<file path="src/rtl/dac_spi_pkg.sv">
// dac_spi_pkg
// Shared definitions for the DAC SPI loopback receiver: frame geometry,
// receiver FSM states and the AD5662 power-down codes carried in PD1/PD0.
package dac_spi_pkg;

   localparam int FRAME_BITS = 24;   // falling SCLK edges per write frame
   localparam int DATA_BITS  = 16;   // DAC code width, frame bits [15:0]
   localparam int PD_LSB     = 16;   // PD0 position, PD1 is PD_LSB+1

   typedef enum logic [1:0] {
      IDLE    = 2'd0,   // waiting for SYNC to fall
      SHIFT   = 2'd1,   // collecting data bits
      DONE    = 2'd2,   // frame complete, waiting for SYNC to rise
      LOCKOUT = 2'd3    // discarding a frame already in flight
   } rx_state_t;

   typedef enum logic [1:0] {
      PD_NORMAL   = 2'b00,
      PD_1K       = 2'b01,
      PD_100K     = 2'b10,
      PD_TRISTATE = 2'b11
   } pd_mode_t;

endpackage

</file>
<file path="src/rtl/spi_input_sync.sv">
// spi_input_sync
// Multi-bit synchronizer for asynchronous SPI pins. Every bit goes through the
// same number of stages so related pins stay mutually aligned. A registered
// previous-value stage provides edge detection; level, rise and fall are all
// registered and refer to the same sample, so they can be used together.
//
// Ports:
//   dataclk  - destination clock
//   reset    - synchronous active-high reset (flops load RESET_VAL)
//   async_in - raw asynchronous inputs
//   level    - synchronized level of each bit
//   rise     - one-cycle pulse, bit went 0 -> 1 (aligned with level)
//   fall     - one-cycle pulse, bit went 1 -> 0 (aligned with level)
module spi_input_sync #(
   parameter int               WIDTH     = 3,
   parameter int               STAGES    = 2,
   parameter logic [WIDTH-1:0] RESET_VAL = '0
) (
   input  logic             dataclk,
   input  logic             reset,
   input  logic [WIDTH-1:0] async_in,
   output logic [WIDTH-1:0] level,
   output logic [WIDTH-1:0] rise,
   output logic [WIDTH-1:0] fall
);

   // stage_reg[0] takes the raw pins; stage_reg[STAGES-1] is the settled value.
   logic [STAGES-1:0][WIDTH-1:0] stage_reg;
   logic [WIDTH-1:0]             prev_reg;
   logic [WIDTH-1:0]             rise_reg;
   logic [WIDTH-1:0]             fall_reg;
   logic [WIDTH-1:0]             sync_bits;
   logic [WIDTH-1:0]             rise_next;
   logic [WIDTH-1:0]             fall_next;

   assign sync_bits = stage_reg[STAGES-1];

   genvar gi;
   generate
      for (gi = 0; gi < WIDTH; gi++) begin : g_edge
         assign rise_next[gi] =  sync_bits[gi] & ~prev_reg[gi];
         assign fall_next[gi] = ~sync_bits[gi] &  prev_reg[gi];
      end
   endgenerate

   always_ff @(posedge dataclk) begin
      if (reset) begin
         stage_reg <= {STAGES{RESET_VAL}};
         prev_reg  <= RESET_VAL;
         rise_reg  <= '0;
         fall_reg  <= '0;
      end else begin
         stage_reg <= {stage_reg[STAGES-2:0], async_in};
         prev_reg  <= sync_bits;
         rise_reg  <= rise_next;
         fall_reg  <= fall_next;
      end
   end

   assign level = prev_reg;
   assign rise  = rise_reg;
   assign fall  = fall_reg;

endmodule

</file>
<file path="src/rtl/dac_spi_frame_receiver.sv">
// dac_spi_frame_receiver
// Responder end of the DAC output SPI link, used as an on-chip loopback
// monitor. Decodes AD5662-style 24-bit write frames (SYNC/SCLK/DIN, data
// sampled on SCLK falling edges, MSB first) into the 16-bit DAC code and the
// two power-down bits.
//
// Ports:
//   dataclk        - system clock (only clock)
//   reset          - synchronous active-high reset
//   enable         - receiver enable; low holds the FSM idle, no strobes
//   spi_sync_in    - DAC_SYNC, active-low frame select (asynchronous)
//   spi_sclk_in    - DAC_SCLK (asynchronous)
//   spi_din_in     - DAC_DIN (asynchronous)
//   word_out       - frame bits [15:0] of last complete frame (offset binary)
//   word_twos_comp - word_out with the MSB inverted
//   pd_out         - frame bits [17:16] of last complete frame
//   word_valid     - one-cycle pulse when word_out/pd_out update
//   abort_err      - one-cycle pulse, SYNC rose before the last data bit
//   overrun_err    - one-cycle pulse per SCLK fall after the frame completed
//   frame_count    - number of valid frames, wraps
//   busy           - high while a frame is in progress (SHIFT or DONE)
module dac_spi_frame_receiver #(
   parameter int FRAME_BITS  = dac_spi_pkg::FRAME_BITS,
   parameter int SYNC_STAGES = 2
) (
   input  logic        dataclk,
   input  logic        reset,
   input  logic        enable,
   input  logic        spi_sync_in,
   input  logic        spi_sclk_in,
   input  logic        spi_din_in,
   output logic [15:0] word_out,
   output logic [15:0] word_twos_comp,
   output logic [1:0]  pd_out,
   output logic        word_valid,
   output logic        abort_err,
   output logic        overrun_err,
   output logic [15:0] frame_count,
   output logic        busy
);

   import dac_spi_pkg::*;

   localparam int                CNT_W    = $clog2(FRAME_BITS + 1);
   localparam logic [CNT_W-1:0]  LAST_BIT = CNT_W'(FRAME_BITS);

   // After reset the synchronizer holds its idle values for a few cycles
   // before the real pin level arrives. LOCKOUT must not trust a "SYNC high"
   // reading until that pipeline has been refilled from the pins.
   localparam int                SETTLE      = SYNC_STAGES + 2;
   localparam int                SETTLE_W    = $clog2(SETTLE + 1);
   localparam logic [SETTLE_W-1:0] SETTLE_LOAD = SETTLE_W'(SETTLE);

   // Synchronized pins, bit order {sync, sclk, din}
   logic [2:0] pin_level;
   logic [2:0] pin_rise;
   logic [2:0] pin_fall;

   spi_input_sync #(
      .WIDTH     (3),
      .STAGES    (SYNC_STAGES),
      .RESET_VAL (3'b110)
   ) u_input_sync (
      .dataclk  (dataclk),
      .reset    (reset),
      .async_in ({spi_sync_in, spi_sclk_in, spi_din_in}),
      .level    (pin_level),
      .rise     (pin_rise),
      .fall     (pin_fall)
   );

   logic sync_level;
   logic sync_rise;
   logic sync_fall;
   logic sclk_fall;
   logic din_level;

   assign sync_level = pin_level[2];
   assign sync_rise  = pin_rise[2];
   assign sync_fall  = pin_fall[2];
   assign sclk_fall  = pin_fall[1];
   assign din_level  = pin_level[0];

   rx_state_t             state_reg, state_next;
   logic [CNT_W-1:0]      bit_cnt_reg, bit_cnt_next;
   logic [CNT_W-1:0]      bit_cnt_inc;
   logic [FRAME_BITS-1:0] shift_reg, shift_next;
   logic [SETTLE_W-1:0]   settle_reg, settle_next;
   logic [15:0]           word_reg, word_next;
   logic [15:0]           twos_reg, twos_next;
   logic [1:0]            pd_reg, pd_next;
   logic [15:0]           frame_count_reg, frame_count_next;
   logic                  valid_reg, valid_next;
   logic                  abort_reg, abort_next;
   logic                  overrun_reg, overrun_next;
   logic                  busy_reg, busy_next;

   assign bit_cnt_inc = bit_cnt_reg + CNT_W'(1);

   always_comb begin
      state_next       = state_reg;
      bit_cnt_next     = bit_cnt_reg;
      shift_next       = shift_reg;
      settle_next      = (settle_reg == '0) ? '0 : settle_reg - SETTLE_W'(1);
      word_next        = word_reg;
      twos_next        = twos_reg;
      pd_next          = pd_reg;
      frame_count_next = frame_count_reg;
      valid_next       = 1'b0;
      abort_next       = 1'b0;
      overrun_next     = 1'b0;

      if (!enable) begin
         // A frame already under way when the receiver is disabled must not
         // be picked up half-way once it is re-enabled.
         state_next = sync_level ? IDLE : LOCKOUT;
      end else begin
         unique case (state_reg)
            IDLE: begin
               if (sync_fall) begin
                  state_next   = SHIFT;
                  bit_cnt_next = '0;
                  shift_next   = '0;
               end
            end

            SHIFT: begin
               // A clock edge arriving together with SYNC rising is taken
               // first, so a frame completed on that edge is still valid.
               if (sclk_fall) begin
                  shift_next   = {shift_reg[FRAME_BITS-2:0], din_level};
                  bit_cnt_next = bit_cnt_inc;
               end
               if (sclk_fall && bit_cnt_inc == LAST_BIT) begin
                  word_next        = shift_next[DATA_BITS-1:0];
                  twos_next        = {~shift_next[DATA_BITS-1], shift_next[DATA_BITS-2:0]};
                  pd_next          = shift_next[PD_LSB+1:PD_LSB];
                  valid_next       = 1'b1;
                  frame_count_next = frame_count_reg + 16'd1;
                  state_next       = sync_rise ? IDLE : DONE;
               end else if (sync_rise) begin
                  abort_next = 1'b1;
                  state_next = IDLE;
               end
            end

            DONE: begin
               overrun_next = sclk_fall;
               if (sync_rise) begin
                  state_next = IDLE;
               end
            end

            LOCKOUT: begin
               if (settle_reg == '0 && sync_level) begin
                  state_next = IDLE;
               end
            end

            default: state_next = IDLE;
         endcase
      end

      busy_next = (state_next == SHIFT) || (state_next == DONE);
   end

   always_ff @(posedge dataclk) begin
      if (reset) begin
         // Always resolve through LOCKOUT: it drops to IDLE as soon as the
         // refilled synchronizer shows SYNC high, and otherwise discards the
         // frame that was in flight across the reset.
         state_reg       <= LOCKOUT;
         settle_reg      <= SETTLE_LOAD;
         bit_cnt_reg     <= '0;
         shift_reg       <= '0;
         word_reg        <= 16'h8000;
         twos_reg        <= 16'h0000;
         pd_reg          <= 2'b00;
         frame_count_reg <= 16'h0000;
         valid_reg       <= 1'b0;
         abort_reg       <= 1'b0;
         overrun_reg     <= 1'b0;
         busy_reg        <= 1'b0;
      end else begin
         state_reg       <= state_next;
         settle_reg      <= settle_next;
         bit_cnt_reg     <= bit_cnt_next;
         shift_reg       <= shift_next;
         word_reg        <= word_next;
         twos_reg        <= twos_next;
         pd_reg          <= pd_next;
         frame_count_reg <= frame_count_next;
         valid_reg       <= valid_next;
         abort_reg       <= abort_next;
         overrun_reg     <= overrun_next;
         busy_reg        <= busy_next;
      end
   end

   // Rising SCLK, DIN edges, the SCLK level and the oldest shift bit carry no
   // information for this decoder.
   logic unused_pins;
   assign unused_pins = ^{pin_rise[1:0], pin_fall[0], pin_level[1], shift_reg[FRAME_BITS-1]};

   assign word_out       = word_reg;
   assign word_twos_comp = twos_reg;
   assign pd_out         = pd_reg;
   assign word_valid     = valid_reg;
   assign abort_err      = abort_reg;
   assign overrun_err    = overrun_reg;
   assign frame_count    = frame_count_reg;
   assign busy           = busy_reg;

endmodule

</file>
<file path="config.mk">
export PLATFORM = sky130hd
export DESIGN_NAME = dac_spi_frame_receiver
export DESIGN_NICKNAME = d
export VERILOG_FILES = /design/src/rtl/dac_spi_pkg.sv /design/src/rtl/spi_input_sync.sv /design/src/rtl/dac_spi_frame_receiver.sv
export SDC_FILE = /design/constraint.sdc
export NUM_CORES = 1
export LEC_CHECK = 0
export BUFFER_PORTS_ARGS = -buffer_cell sky130_fd_sc_hd__buf_2
export CAP_MARGIN = 20
export CORE_ASPECT_RATIO = 0.9
export CORE_MARGIN = 5
export CORE_UTILIZATION = 29
export CTS_BUF_LIST = sky130_fd_sc_hd__clkbuf_2
export CTS_CLUSTER_DIAMETER = 200
export CTS_CLUSTER_SIZE = 12
export DETAILED_ROUTE_END_ITERATION = 16
export SYNTH_ARGS = -nofsm -noshare
export SYNTH_HDL_FRONTEND = slang
export SYNTH_SLANG_ARGS = --single-unit
</file>
<file path="constraint.sdc">
create_clock -name dataclk -period 2.6 [get_ports dataclk]
set_clock_uncertainty 0.1 [all_clocks]
set_input_delay 0.13 -clock dataclk [delete_from_list [all_inputs] [get_ports dataclk]]
set_output_delay 0.13 -clock dataclk [all_outputs]
set_load 0.005 [all_outputs]
</file>
==> results of run 1 <==
repair_timing:
item / in CTS / in global routing
gates resized for setup: 0 / 3
endpoints found under the setup margin: 0 / 3
hold endpoints to repair: 10 / 0
hold buffers: 5 / 0
through the flow:
stage	worst slack, ns	std cells	total power, µW	instance area, µm²
floorplan	0.510	423	1460	3760
global placement	0.247	610	1510	4080
detailed placement	0.197	610	1520	4080
CTS	0.159	631	2190	4240
global route	0.00300	632	2260	4260
finish	0.212	632	2160	4260
critical path, cell delays in order (launching register included):
cell       delay, ns
dfxtp_1         0.49
ha_1            0.24
and2_1          0.29
a31oi_4         0.27
a2111oi_0       0.56
mux2_2          0.38
where the power goes:
group	leakage (µW)	internal, µW	switching, µW	total [µW]
Sequential	0.000635	1250	37.5	1280
Combinational	0.00105	105	107	212
Clock	0.0000639	221	442	663
path summary, 6_finish.rpt:
kind	start	end	slack (ns)
setup reg to reg	bit_cnt_reg[0]	frame_count[6]	0.21
setup / recovery	bit_cnt_reg[0]	frame_count[6]	0.21
hold reg to reg	u_input_sync.stage_reg[1]	u_input_sync.sync_bits[1]	0.32
hold / removal	spi_sclk_in	u_input_sync.stage_reg[1]	0.20
logic make-up (layout without fill, tap and decap cells):
group / after synthesis / count (layout)
adder cells (fa/ha/maj): 6 / 6
buffers and inverters: 55 / 100
AND/OR/NAND/NOR: 160 / 160
multiplexers: 15 / 15
AO/OA/AOI/OAI: 109 / 109
flip-flops: 78 / 78
cell type report:
| class | count | area, µm² | area share |
|---|---|---|---|
| clock buffer | 10 | 50.0 | 0.0118 |
| clock inverter | 6 | 62.6 | 0.0147 |
| inverter | 9 | 33.8 | 0.00794 |
| multi-input combinational | 290 | 1910 | 0.450 |
| sequential | 78 | 1560 | 0.367 |
| tap | 164 | 205 | 0.0482 |
| timing repair buffer | 75 | 428 | 0.101 |
layer usage:
layer | track usage | wire length (µm) | up-vias
met5 | 0 | 0 | -
met4 | 0.0338 | 109 | 0
met3 | 0.0349 | 447 | 9
met2 | 0.187 | 4220 | 67
met1 | 0.152 | 4300 | 1514
li1 | - | - | 1591
synthesized netlist by cell type (all sizes together), types with 5 or more instances:
cell type and n:
a2111oi 11, a211oi 5, a21boi 18, a21oi 26, a22o 17, a31oi 21, and2 6, and3 21
buf 24, clkbuf 22, dfxtp 78, ha 6, inv 9, mux2 15, nand2 32, nand2b 5
nand3 22, nand4 5, nor2 28, nor2b 20, nor3 5, or2 7
==> summary.txt, run 1 <==
Global route
  – Vias in the first global route: 2905
  – Initial antenna violation count: 0
  – Largest net degree at the start of global routing: 73
  – GRT Residual Overflow: 0
  – Gr usage total: 0.117
  – First-pass GRT wire length: 14800 µm

Synthesis
  – Most area-hungry cell type in the Yosys netlist: dfxtp_1
  – Synth unique cells: 44
  – Adder-Cell Fraction of Synth Area: 0.0199
  – Top post-synthesis cells by area: dfxtp_1 (41%), mux2_2 (4.5%), a22o_1 (4.0%), a21boi_0 (3.6%), and3_1 (3.5%)
  – Simple-Gate Fraction of Synth Area: 0.225
  – Post-synth EDFFs: 0
  – Syn Nets: 435
  – Sequential share of the synthesized area: 0.415
  – Combinational family with the most area after synthesis: simple AND/OR/NAND/NOR gates
  – Synth Area in Compound Gates: 0.218
  – Synth Flop Type: dfxtp_1
  – Cells after Synth: 423
  – Seq cells post-synth: 78
  – Synth Cell Area: 3760 µm²
  – Synth top area share: 0.415
  – Multiplexer share of the synthesized area: 0.0449
  – Post-synth ARST share: 0
  – Yosys warns: 0
  – Avg Synthesized Cell Area: 8.90 µm²
  – Post-Synth XOR/XNOR Area: 0

Placement
  – Port bufs: 59
  – RD Place Congestion: 0.774
  – HPWL Detailed: 5960 µm

Final layout
  – Layout cells sized above 1: 0.250
  – Most frequent cells in the layout: dfxtp_1 (78), buf_2 (59), nand2_1 (31), nor2_1 (28), a21oi_1 (26)
  – Most common cell after layout, fill and taps aside: dfxtp_1
  – Max reg flops: 17
  – # diodes: 0
  – Nets@finish: 475
  – # fillers: 1339
  – Area Growth Syn to Fin: 13.1%
  – Final core occ: 0.335

Power
  – Leak: 0.00175 µW
  – Pwr Density: 507 nW/µm²
  – Maximum vdd drop: 0.000237 V

Floorplan
  – Number of core rows: 39
  – Die W: 130 µm
  – Core area: 12700 µm²
  – Die Ht: 118 µm
  – Initial Util: 0.297
  – Die area: 15400 µm²
  – Io pins: 60

Timing
  – Part of the cycle the worst path needs: 0.918
  – Setup TNS: 0 ns
  – Top achievable clock speed: 419 MHz
  – Max_slew headroom: 0.524
  – Final slew viol count: 0
  – Slew @ Worst Pin: 0.714 ns
  – Tmin final: 2.39 ns
  – Hold Slack: 0.196 ns
  – RSZ-0062 raised after global routing: no
  – Final Hold Viols: 0
  – Setup Viol. Count Final: 0

Critical path
  – R2r worst-path depth: 5
  – Crit path launch type: flop
  – Worst path required time: 2.98 ns
  – Critical Path AT: 2.77 ns
  – Setup CP Type: reg -> reg
  – Crit end category: flop
  – Critical path fanouts, max: 17

Route
  – Drt pass-1 iters: 4
  – Final ANT Viol Nets: 0
  – WL final: 9070 µm
  – Drt drc: 0
  – Via/cell ratio: 5.03
  – DR iter-0 viols: 187
  – Total vias in the final route: 3181
  – Routed WL per cell: 14.4 µm

CTS
  – Worst skew pair latency: 0.55 ns
  – CTS Sinks: 78
  – Clock Tree Root: clkbuf_2
  – Clock slew at reported path FFs: 0.23 ns
  – Num CTS Buffers: 9
  – Setup Fix Bufs, Post-CTS: 0
  – Max Root-Sink Buffers: 2
  – CTS tree: built
  – H-tree Lvls: 3

Worst hold path
  – Worst Hold Depth: 3
  – Min-delay worst type: in -> reg

Flow run
  – MaxCap Viol Count: 0

Run status
  – Outcome: completed
No activity file was read; power rests on OpenSTA's default activity.
==> inputs of run 2 (changes only) <==
SLEW_MARGIN = 40   (was default)
clock period = 3 ns   (was 2.6 ns; I/O delays follow)
==> run 2 against run 1 <==
Against the previous run: register-to-register slack gained 0.15 ns; critical path depth unchanged; core utilization fell by 0.42 points; die area unchanged; first-iteration DRC count up 0.53%; global-route usage is 0.37 points higher; clock power fell by 34%; sequential share of layout area rose by 0.47 points; sequential power decreased by 13%; final area down 1.3%; largest cell class unchanged.
==> summary.txt, run 2 (synthesized netlist as in run 1, its figures left out) <==
Placement
  – Setup slack after placement: 0.438 ns
  – HPWL Detailed: 6090 µm
  – Port bufs: 59
  – RD Place Congestion: 0.769
  – Placed cell count: 608

Route
  – DR iter-0 viols: 188
  – Via/cell ratio: 5.05
  – Drt drc: 0
  – Drt pass-1 iters: 4
  – Total vias in the final route: 3175
  – Final ANT Viol Nets: 0
  – Routed WL per cell: 14.5 µm
  – WL final: 9130 µm

Timing
  – Max_slew headroom: 0.530
  – Final Hold Viols: 0
  – Final slew viol count: 0
  – Hold Slack: 0.246 ns
  – Part of the cycle the worst path needs: 0.881
  – Setup Viol. Count Final: 0
  – RSZ-0062 raised after global routing: no
  – Tmin final: 2.64 ns
  – Top achievable clock speed: 378 MHz
  – Setup TNS: 0 ns
  – Slew @ Worst Pin: 0.704 ns
  – PnR worst setup slack: 0.358 ns

Critical path
  – Critical path fanouts, max: 25
  – Slowest CP cell: a2111oi_0
  – Crit path launch type: flop
  – Worst path required time: 3.33 ns
  – Critical-path cell list: ha_1, and2_1, nand2_2, a2111oi_0, mux2_2
  – Max stage delay on crit path: 0.60 ns
  – Setup CP Type: reg -> reg
  – Crit end category: flop
  – Critical Path AT: 2.98 ns

Final layout
  – Max reg flops: 17
  – Most common cell after layout, fill and taps aside: dfxtp_1
  – # diodes: 0
  – Area Growth Syn to Fin: 11.6%
  – Final core occ: 0.331
  – Non-Filler Instances: 629
  – Layout cells sized above 1: 0.241
  – Nets@finish: 473
  – Most frequent cells in the layout: dfxtp_1 (78), buf_2 (59), nand2_1 (31), nor2_1 (27), a21oi_1 (26)

Power
  – Leak: 0.00174 µW
  – Maximum vdd drop: 0.000222 V
  – Power Internal: 1280 µW
  – Switching Share: 0.263
  – Comb pwr share: 0.106
  – Clock power frac: 0.253
  – Pwr Density: 413 nW/µm²
  – Flop pwr share: 0.641
  – P_sw: 457 µW

Floorplan
  – Initial Util: 0.297
  – Die W: 130 µm
  – Core area: 12700 µm²
  – Io pins: 60
  – Die Ht: 118 µm
  – Die area: 15400 µm²
  – Number of core rows: 39

Global route
  – First-pass GRT wire length: 15300 µm
  – GRT Residual Overflow: 0
  – Initial antenna violation count: 0
  – Gr usage total: 0.121
  – Vias in the first global route: 3042
  – Largest net degree at the start of global routing: 72

CTS
  – Clock Tree Root: clkbuf_2
  – Max Root-Sink Buffers: 2
  – CTS tree: built
  – Post-CTS sizing: 0
  – CTS Sinks: 78
  – Num CTS Buffers: 9
  – CTS Hold Bufs: 6
  – Worst skew pair latency: 0.51 ns
  – H-tree Lvls: 3
  – Clock slew at reported path FFs: 0.20 ns
  – Setup Fix Bufs, Post-CTS: 0

Worst hold path
  – Min-delay worst type: in -> reg

Flow run
  – MaxCap Viol Count: 0

Run status
  – Outcome: completed
[run 2: final cells by class]
class | instances | area (µm²)
Tap cell | 164 | 205
Timing Repair Buffer | 73 | 415
Sequential cell | 78 | 1560
Inverter | 9 | 33.8
Multi-Input combinational cell | 290 | 1910
Fill cell | 1345 | 8490
Clock buffer | 12 | 60.1
Clock inverter | 3 | 12.5
[run 2: final timing paths]
kind                          from                         to  slack (ns)  cells after the start
max reg2reg         bit_cnt_reg[0]             frame_count[5]        0.36                      5
max                 bit_cnt_reg[0]             frame_count[5]        0.36                      5
min                    spi_sclk_in  u_input_sync.stage_reg[1]        0.25                      3
min reg2reg  u_input_sync.level[1]       u_input_sync.fall[1]        0.31                      2
[run 2: power by group through the flow]
stage	Clock [µW]	Combinational [µW]	Sequential, µW
3_3_place_gp	0	177	1130
2_1_floorplan	0	136	1130
6_report	439	184	1110
5_1_grt	512	214	1120
4_1_cts	465	188	1110
3_5_place_dp	0	181	1140
[run 2: per-stage QoR]
stage / total power, µW / instance area [µm²]
2_1_floorplan: 1260 / 3760
3_3_place_gp: 1310 / 4070
3_5_place_dp: 1320 / 4070
4_1_cts: 1770 / 4200
5_1_grt: 1850 / 4200
6_report: 1740 / 4200
[run 2: routing by layer]
layer / global-route usage / vias up / wire, µm
li1: - / 1588 / -
met1: 0.157 / 1527 / 4260
met2: 0.198 / 52 / 4470
met3: 0.0309 / 8 / 317
met4: 0.0331 / 0 / 87
met5: 0 / - / 0
[run 2: critical path, delay by kind of cell, from the launching register on]
kind / cells / cell delay [ns]
simple gates: 2 / 0.74
compound gates: 1 / 0.60
flops: 1 / 0.48
mux: 1 / 0.39
fa+ha+maj: 1 / 0.24
==> inputs of run 3 (changes only) <==
CORE_MARGIN = default   (was 5)
==> run 3 against run 2 <==
Against the previous run: core utilization rose by 0.44 points; critical path depth did not move; maximum frequency rose by 8.9%; flip-flop and latch count did not move; via count rose by 1.5%; largest power group unchanged; power rose by 12%; sequential share of layout area fell by 0.49 points.
==> summary.txt, run 3 (synthesized netlist as in run 1, its figures left out) <==
CTS
  – Setup Fix Bufs, Post-CTS: 0
  – H-tree Lvls: 3
  – Max Root-Sink Buffers: 2
  – Clock slew at reported path FFs: 0.23 ns
  – CTS tree: built
  – CTS Sinks: 78
  – Num CTS Buffers: 9
  – Clock Tree Root: clkbuf_2
  – Worst skew pair latency: 0.51 ns

Placement
  – HPWL Detailed: 5910 µm
  – Port bufs: 59
  – RD Place Congestion: 0.837

Timing
  – RSZ-0062 raised after global routing: no
  – Tmin final: 2.43 ns
  – Final slew viol count: 0
  – Slew @ Worst Pin: 0.731 ns
  – Max_slew headroom: 0.512
  – Setup TNS: 0 ns
  – Setup Viol. Count Final: 0
  – Final Hold Viols: 0
  – Part of the cycle the worst path needs: 0.809
  – Top achievable clock speed: 412 MHz
  – Hold Slack: 0.240 ns

Critical path
  – Worst path required time: 3.34 ns
  – WP buf/inv: 0
  – Critical path fanouts, max: 18
  – Slowest CP cell: a2111oi_0
  – Levels on crit path: 5
  – Setup CP Type: reg -> reg
  – Crit path launch type: flop
  – Max stage delay on crit path: 0.60 ns
  – Top delay family on crit path: compound AO/OA/AOI/OAI gates
  – Critical Path AT: 2.77 ns
  – Critical-path cell list: ha_1, and2_1, a31oi_4, a2111oi_0, mux2_2
  – Crit end category: flop
  – R2r worst-path depth: 5

Floorplan
  – Number of core rows: 39
  – Io pins: 60
  – Die W: 122 µm
  – Core area: 12700 µm²
  – Initial Util: 0.297
  – Die Ht: 110 µm
  – Die area: 13400 µm²

Route
  – Routed WL per cell: 14.5 µm
  – Total vias in the final route: 3224
  – Drt pass-1 iters: 4
  – DR iter-0 viols: 138
  – Via/cell ratio: 5.13
  – Final ANT Viol Nets: 0
  – Drt drc: 0
  – WL final: 9100 µm

Power
  – Flop pwr share: 0.571
  – Clock power frac: 0.334
  – Switching Share: 0.256
  – Pwr Total: 1950 µW
  – Comb pwr share: 0.095
  – P_sw: 500 µW
  – Maximum vdd drop: 0.000181 V
  – Leak: 0.00176 µW
  – Power Internal: 1450 µW
  – Pwr Density: 458 nW/µm²

Global route
  – Gr usage total: 0.146
  – Vias in the first global route: 3130
  – Largest net degree at the start of global routing: 73
  – Initial antenna violation count: 0
  – GRT Residual Overflow: 0
  – First-pass GRT wire length: 15600 µm

Final layout
  – Nets@finish: 472
  – Layout cells sized above 1: 0.243
  – Most frequent cells in the layout: dfxtp_1 (78), buf_2 (59), nand2_1 (31), nor2_1 (27), a21oi_1 (26)
  – Area Growth Syn to Fin: 13.1%
  – # diodes: 0
  – Max reg flops: 17
  – Most common cell after layout, fill and taps aside: dfxtp_1

Flow run
  – MaxCap Viol Count: 0

Run status
  – Outcome: completed

Worst hold path
  – Worst Hold Depth: 3
  – Min-delay worst type: in -> reg
[run 3: layout make-up]
| cell class | count | area, µm² |
|---|---|---|
| clock buffer | 10 | 50.0 |
| tap | 164 | 205 |
| clock inverter | 6 | 86.3 |
| sequential | 78 | 1560 |
| inverter | 9 | 33.8 |
| timing repair buffer | 72 | 408 |
| fill | 1329 | 8430 |
| multi-input combinational | 290 | 1910 |
[run 3: worst reg2reg max path, cell delays in order, from the launching register on]
cell	delay, ns
dfxtp_1	0.47
ha_1	0.24
and2_1	0.30
a31oi_4	0.28
a2111oi_0	0.61
mux2_2	0.39
[run 3: stage by stage]
stage               utilization  instances  worst slack (ns)  area (µm²)
finish                    0.336        629             0.574        4260
global route              0.336        629             0.353        4260
CTS                       0.336        629             0.576        4260
detailed placement        0.320        607             0.588        4060
global placement          0.320        607             0.664        4060
floorplan                     -        423             0.910        3760
[run 3: path summary, 6_finish.rpt]
check | slack (ns) | to | startpoint
hold / removal | 0.24 | u_input_sync.stage_reg[1] | spi_sclk_in
setup reg to reg | 0.57 | frame_count[5] | bit_cnt_reg[0]
hold reg to reg | 0.34 | u_input_sync.sync_bits[1] | u_input_sync.stage_reg[1]
setup / recovery | 0.57 | frame_count[5] | bit_cnt_reg[0]
[run 3: power by group through the flow]
stage / Combinational (µW) / Clock, µW / Sequential (µW)
CTS: 188 / 679 / 1110
detailed placement: 181 / 0 / 1140
finish: 186 / 650 / 1110
global route: 215 / 717 / 1120
floorplan: 136 / 0 / 1130
global placement: 173 / 0 / 1130
[run 3: timing repair]
action,4_1_cts,5_1_grt
hold buffers,6,0
gates resized for setup,0,0
hold endpoints to repair,9,0
[run 3: layer usage]
metal	GRT usage	up-vias	part of all wire
li1	-	1583	-
met5	0	-	0
met2	0.247	75	0.48
met3	0.0355	5	0.038
met1	0.187	1561	0.48
met4	0.0331	0	0.0058
